## src/rtl/hazard_ctrl.sv

```systemverilog
// Hazard/interlock controller for the RV32I 5-stage pipeline: tracks in-flight
// writers behind ID, raises load-use/RAW stalls, branch flushes and EX forward selects.
module hazard_ctrl #(
   parameter int N_SLOT   = 3,
   parameter int FWD_EN   = 1,
   parameter int LOAD_LAT = 1,
   parameter int CNT_W    = 32,
   parameter int FS_W     = 2
) (
   input  logic             CLK,
   input  logic             RST,
   input  logic [4:0]       RS1_ID,
   input  logic [4:0]       RS2_ID,
   input  logic             RS1_USE_ID,
   input  logic             RS2_USE_ID,
   input  logic [4:0]       RD_ID,
   input  logic             RegWrite_ID,
   input  logic [1:0]       MemRead_ID,
   input  logic             isBranch_E,
   input  logic             CNT_CLR,
   output logic             STALL_FD,
   output logic             BUBBLE_DE,
   output logic             FLUSH_FD,
   output logic             FLUSH_DE,
   output logic [FS_W-1:0]  FWD_A_DE,
   output logic [FS_W-1:0]  FWD_B_DE,
   output logic [CNT_W-1:0] CYC_CNT,
   output logic [CNT_W-1:0] STALL_CNT,
   output logic [CNT_W-1:0] FLUSH_CNT
);

   typedef struct packed {
      logic       vld;
      logic [4:0] rd;
      logic       ld;
   } slot_t;

   slot_t [N_SLOT:1] slot_q, slot_d;
   logic [N_SLOT:1]  m1, m2;
   logic             stall_c, hold, flush;
   logic [FS_W-1:0]  sel_a, sel_b;
   logic [FS_W-1:0]  fwd_a_q, fwd_a_d, fwd_b_q, fwd_b_d;
   logic [CNT_W-1:0] cyc_q, cyc_d, stl_q, stl_d, fls_q, fls_d;

   // x0 is hardwired zero, so a writer to it never creates a dependency
   always_comb begin
      m1 = '0;
      m2 = '0;
      for (int k = 1; k <= N_SLOT; k++) begin
         m1[k] = slot_q[k].vld && (slot_q[k].rd != 5'd0) && (slot_q[k].rd == RS1_ID) && RS1_USE_ID;
         m2[k] = slot_q[k].vld && (slot_q[k].rd != 5'd0) && (slot_q[k].rd == RS2_ID) && RS2_USE_ID;
      end
   end

   always_comb begin
      stall_c = 1'b0;
      for (int k = 1; k <= N_SLOT; k++) begin
         if (FWD_EN != 0) begin
            if ((m1[k] || m2[k]) && slot_q[k].ld && (k <= LOAD_LAT)) stall_c = 1'b1;
         end else begin
            if (m1[k] || m2[k]) stall_c = 1'b1;
         end
      end
   end

   // Scan oldest to youngest so the youngest producer overwrites the select
   always_comb begin
      sel_a = '0;
      sel_b = '0;
      for (int k = N_SLOT; k >= 1; k--) begin
         if (m1[k]) sel_a = FS_W'(k);
         if (m2[k]) sel_b = FS_W'(k);
      end
   end

   // Flush is gated by reset so every output reads 0 while RST is held
   assign flush     = isBranch_E && !RST;
   assign hold      = stall_c && !isBranch_E;
   assign STALL_FD  = hold;
   assign BUBBLE_DE = hold;
   assign FLUSH_FD  = flush;
   assign FLUSH_DE  = flush;
   assign FWD_A_DE  = fwd_a_q;
   assign FWD_B_DE  = fwd_b_q;
   assign CYC_CNT   = cyc_q;
   assign STALL_CNT = stl_q;
   assign FLUSH_CNT = fls_q;

   always_comb begin
      slot_d = slot_q;
      for (int k = N_SLOT; k >= 2; k--) slot_d[k] = slot_q[k-1];
      slot_d[1].vld = RegWrite_ID && !stall_c && !isBranch_E;
      slot_d[1].rd  = RD_ID;
      slot_d[1].ld  = (MemRead_ID != 2'd0);
   end

   always_comb begin
      fwd_a_d = '0;
      fwd_b_d = '0;
      if ((FWD_EN != 0) && !stall_c && !isBranch_E) begin
         fwd_a_d = sel_a;
         fwd_b_d = sel_b;
      end
   end

   always_comb begin
      cyc_d = cyc_q + CNT_W'(1);
      stl_d = hold  ? stl_q + CNT_W'(1) : stl_q;
      fls_d = flush ? fls_q + CNT_W'(1) : fls_q;
      if (CNT_CLR) begin
         cyc_d = '0;
         stl_d = '0;
         fls_d = '0;
      end
   end

   always_ff @(posedge CLK or posedge RST) begin
      if (RST) begin
         slot_q  <= '0;
         fwd_a_q <= '0;
         fwd_b_q <= '0;
         cyc_q   <= '0;
         stl_q   <= '0;
         fls_q   <= '0;
      end else begin
         slot_q  <= slot_d;
         fwd_a_q <= fwd_a_d;
         fwd_b_q <= fwd_b_d;
         cyc_q   <= cyc_d;
         stl_q   <= stl_d;
         fls_q   <= fls_d;
      end
   end

endmodule

```

## config.mk

```make
export PLATFORM = sky130hd
export DESIGN_NAME = hazard_ctrl
export DESIGN_NICKNAME = d
export VERILOG_FILES = /design/src/rtl/hazard_ctrl.sv
export SDC_FILE = /design/constraint.sdc
export NUM_CORES = 1
export LEC_CHECK = 0
export CAP_MARGIN = 20
export CORE_MARGIN = 5
export CORE_UTILIZATION = 55
export CTS_CLUSTER_DIAMETER = 80
export CTS_CLUSTER_SIZE = 10
export DETAILED_ROUTE_END_ITERATION = 12
export PLACE_DENSITY_LB_ADDON = 0.15
export REMOVE_ABC_BUFFERS = 1
export SLEW_MARGIN = 20
export SYNTH_ARGS = -nofsm -noshare
export SYNTH_HDL_FRONTEND = slang
export SYNTH_SLANG_ARGS = --single-unit
```

## constraint.sdc

```tcl
create_clock -name CLK -period 9.99 [get_ports CLK]
set_input_delay 0.999 -clock CLK [delete_from_list [all_inputs] [get_ports CLK]]
set_output_delay 0.999 -clock CLK [all_outputs]
set_load 0.1 [all_outputs]
```

* After elaboration in Yosys (flattened, before gate mapping)
Index checks and enable logic that the tools add are counted.
Storage, ports and cells: register bits 119, bits of input ports 24, output and inout bits 104, word-level logic and storage cells 66
Operators by class: $add $sub $neg 3, equality and inequality tests 6, mux-type cells 14, reduce and logical (&&, ||, !) cells 31
Operators by type and width (count):
- 32-bit 2-to-1 mux | 5
- 32-bit by 1-bit adder with 32-bit output (second input constant) | 3
- 5-bit == test | 6
- 1-bit logical AND | 21
- 2-bit 2-to-1 mux | 8
- 5-bit nonzero test | 3
- 2-bit nonzero test | 3
- 1-bit logical NOT | 3
- 1-bit logical OR | 1
- 1-bit 2-to-1 mux | 1

* Longest topological paths before layout
word-level depth 10, gate-level depth with buffers 7, mapped depth without buffers 6

* Least setup slack after synthesis
OpenSTA, ideal clock, no wires.
path kind input port to output port, from input port RS1_ID[2], to output port STALL_FD, arrival time 3.553 ns, setup slack 5.438 ns, stages 6, buffers on the path 2, path through xnor2_1 nand4_1 o22a_1 clkbuf_1 nor2_1 buf_4
On the way: longest elaborated chain between the ends 7
Ends and longest elaborated chain:
- start, declared | line 12 | input logic [4:0] RS1_ID,
- 5-bit == test | line 50 | m1[k] = slot_q[k].vld && (slot_q[k].rd != 5'd0) && (slot_q[k].rd == RS1_ID) && RS1_USE_ID;
- 1-bit logical AND (2 in a row) | line 50
- 1-bit logical OR
- 1-bit logical AND | line 59 | if ((m1[k] || m2[k]) && slot_q[k].ld && (k <= LOAD_LAT)) stall_c = 1'b1;
- 1-bit 2-to-1 mux | line 59
- 1-bit logical AND | line 78 | assign hold = stall_c && !isBranch_E;
- end, declared | line 21 | output logic STALL_FD,
Every way passes these cells.

* Worst setup path after layout
from input port RS1_ID[0], to output port BUBBLE_DE
On the way: longest elaborated chain between the ends 7
Ends and longest elaborated chain:
- 5-bit == test | line 50
- 1-bit logical AND (2 in a row) | line 50
- 1-bit logical OR
- 1-bit logical AND | line 59
- 1-bit 2-to-1 mux | line 59
- 1-bit logical AND | line 78
- end, declared | line 22 | output logic BUBBLE_DE,
Every way passes these cells.

==> results.py <==
metrics = {
    "synthesis": {
        "synthAdderAreaFrac_pct": 0.629,
        "yosys.area_share.xor_xnor_pct": 11.9,
        "synth_cells": 601,
        "yosys_register_bits": 119,
        "synthMuxAreaShare_pct": 2.03,
        "yosysSeqAreaShare_pct": 49.9,
        "synth.avg_cell_area_sq_um": 9.93,
        "yosys.area_share.simple_pct": 25.8,
        "ys_types": 39,
        "synth_compound_area_share_pct": 7.25,
        "synth_top_family_by_area": "simple AND/OR/NAND/NOR gates",
        "yosys_warnings": 0,
        "synth_area_sq_mm": 0.00597,
    },
    "die": {
        "start_util_pct": 55.6,
        "die_area_sq_mm": 0.0130,
        "die_h_microns": 114,
        "die_width_microns": 114,
        "rows": 38,
        "core_sq_mm": 0.0107,
        "pin_count": 128,
    },
    "cells_and_area": {
        "mostFrequentLayoutCell": "clkdlybuf4s50_1",
        "area_growth_pct": 32.2,
        "most-common-layout-cells": "126 x clkdlybuf4s50_1, 119 x dfrtp_1, 73 x nor2_1",
        "fill_cells": 792,
        "num_antenna_cells": 0,
        "final_layout_size_suffix_gt1_share_pct": 6.68,
        "fin_cells": 874,
        "final_nets": 749,
    },
    "detailed_routing": {
        "ant_nets": 0,
        "drtIter0Drc": 364,
        "wl_met3_microns": 804,
        "met2_length_microns": 7680,
        "drc": 0,
        "via_per_inst": 5.85,
        "wl_per_cell_microns": 17.2,
        "m1WireLength_microns": 6200,
        "first_pass_iters": 5,
        "vias": 5116,
        "routed.top_layer": "met4",
        "totalWireLength_microns": 15000,
    },
    "setup_path": {
        "r2r_cells": 5,
        "end_kind": "output pin",
        "worstPathRequired_ns": 8.99,
        "cp_max_fo": 59,
        "r2r-start": "slot_d[9]",
        "reg2reg_to": "STALL_CNT[29]",
        "start_kind": "input port",
        "crit_type": "in2out",
        "r2r_slack_ns": 7.30,
        "cp_data_arrival_time_ns": 3.92,
    },
    "sta": {
        "fmaxAchievable_mhz": 203,
        "rsz0062_at_grt": "false",
        "period_share_pct": 49.2,
        "finalSetupTns_ns": 0,
        "period_minus_slack_ns": 4.91,
        "worst_pin_slew_ns": 1.07,
        "fin_skew_ns": 0.00862,
        "setup_viol": 0,
        "slew_violations": 0,
        "relSlewSlack_pct": 28.6,
        "hold_violations": 0,
    },
    "clock_tree": {
        "postCtsSetupBuffers": 0,
        "cts.sinks": 119,
        "clk-insertion-delay-late_ns": 0.51,
        "cts_tree": "built",
        "post_cts_resized": 0,
        "h-tree-depth": 4,
        "cts_made_buffers": 17,
        "clkSlewWorstSetupHoldPaths_ns": 0.06,
        "postCtsHoldBufs": 0,
        "clk_path_buf_depth": 2,
        "cts_root_buffer": "clkbuf_8",
    },
    "hold_path": {
        "holdPathStages": 0,
        "min_to": "slot_q[20]",
        "hp-class": "reg2reg",
        "min-delay-start": "slot_d[20]",
    },
    "power": {
        "total_power_mw": 1.15,
        "power_density_mw_per_mm2": 146,
        "ir_worst_vdd_uv": 116,
        "p_leak_nw": 3.11,
    },
    "global_routing": {
        "grt_overflow_total": 0,
        "grt_max_degree": 107,
        "grt_pass1_wl_microns": 25100,
        "antenna_found_initial": 0,
        "grt_pass1_vias": 5164,
        "grt_usage_pct": 23.8,
    },
    "run": {
        "drv_cap": 0,
    },
    "placed_design": {
        "dp.cells": 843,
        "io_buffers": 127,
        "dpl.hpwl_microns": 10000,
        "gp_congestion": 0.886,
    },
    "outcome": {
        "status": "finished clean",
    },
}
[cell families after synthesis]
logic type                 after synthesis
AOI/OAI and AO/OA                       72
xor gates and xnor gates                81
adders and majority gates                3
buffers and inverters                   37
DFF                                    119
muxes                                   11
and+or+nand+nor                        278
[worst max path at each step]
stage	startpoint	endpoint	depth (start not counted)
6_report	RS1_ID[0]	BUBBLE_DE	7
2_1_floorplan	RST	FLUSH_CNT[27]	5
3_5_place_dp	RS1_ID[4]	BUBBLE_DE	7
3_3_place_gp	RS1_ID[0]	BUBBLE_DE	7
4_1_cts	RS1_ID[4]	BUBBLE_DE	7
5_1_grt	RS1_ID[4]	BUBBLE_DE	7
[registers in the layout (all words and copies together), names as in the netlist]
register   count
STALL_CNT     32
FWD_B_DE       2
slot_d        13
slot_q         6
CYC_CNT       32
FWD_A_DE       2
FLUSH_CNT     32
[metal layers]
layer / up-vias / global-route usage, %
met5: - / 0
met4: 0 / 9.50
met3: 29 / 5.29
met2: 180 / 40.0
met1: 2515 / 30.1
li1: 2392 / -
[worst max-delay path, stage by stage]
cell,delay [ns]
clkdlybuf4s50_1,0.56
xnor2_1,0.16
nand4_1,0.15
o22a_1,0.25
buf_4,0.27
nor2_1,0.32
clkdlybuf4s50_1,1.20
[area by class of cell]
class / count / area, sq um / share of cell area (%)
repair buffers: 129 / 1280 / 16.3
flip-flops and latches: 119 / 2980 / 37.7
clock inverters: 8 / 96.3 / 1.22
well taps: 140 / 175 / 2.22
multi-input cells: 445 / 2840 / 36.0
clock buffers: 23 / 477 / 6.04
inverters: 10 / 40.0 / 0.507
[Yosys cell counts]
cell,n,area share [%]
o21ai_0,10,0.84
nor3_1,12,1.0
and3b_1,1,0.15
buf_1,4,0.25
buf_2,4,0.34
xnor2_1,37,5.4
nand3_1,35,2.9
buf_4,2,0.25
xor2_1,44,6.5
o31ai_1,24,3.0
ha_1,3,0.63
or3_1,9,0.94
dfrtp_1,119,50
or4_1,27,3.4
nand2_1,29,1.8
a21oi_1,34,2.9
or2_2,3,0.31
nor4b_1,2,0.29
o21ai_2,1,0.15
nand2b_1,3,0.31
nand4_1,31,3.2
clkbuf_1,17,1.1
and2_1,5,0.52
inv_1,10,0.63
or4b_1,1,0.17
mux2i_1,2,0.34
nor2_1,73,4.6
nor4_2,1,0.21
o22a_1,1,0.15
o21a_1,2,0.25
mux2_2,9,1.7
nor4_1,8,0.84
nor2b_1,12,1.3
and3_1,10,1.0
nand3b_1,1,0.13
nor4_4,2,0.71
and4b_1,1,0.17
and4_1,10,1.5
nor3b_1,2,0.25
[power by group]
part	internal (mW)	total, mW	switching (mW)
Sequential	0.488	0.495	0.00709
Clock	0.378	0.586	0.208
Combinational	0.0230	0.0705	0.0475
[per-stage QoR]
stage | cell area (sq um) | worst slack (ns) | hold WS, ns | utilization [%]
after floorplan | 5860 | 4.39 | 0.354 | -
after global placement | 7320 | 5.09 | 0.361 | 68.1
after detailed placement | 7320 | 5.03 | 0.366 | 68.1
after CTS | 7890 | 5.03 | 0.379 | 73.4
after global routing | 7890 | 4.92 | 0.401 | 73.4
final | 7890 | 5.08 | 0.378 | 73.4
No activity file was read; power rests on OpenSTA's default activity.
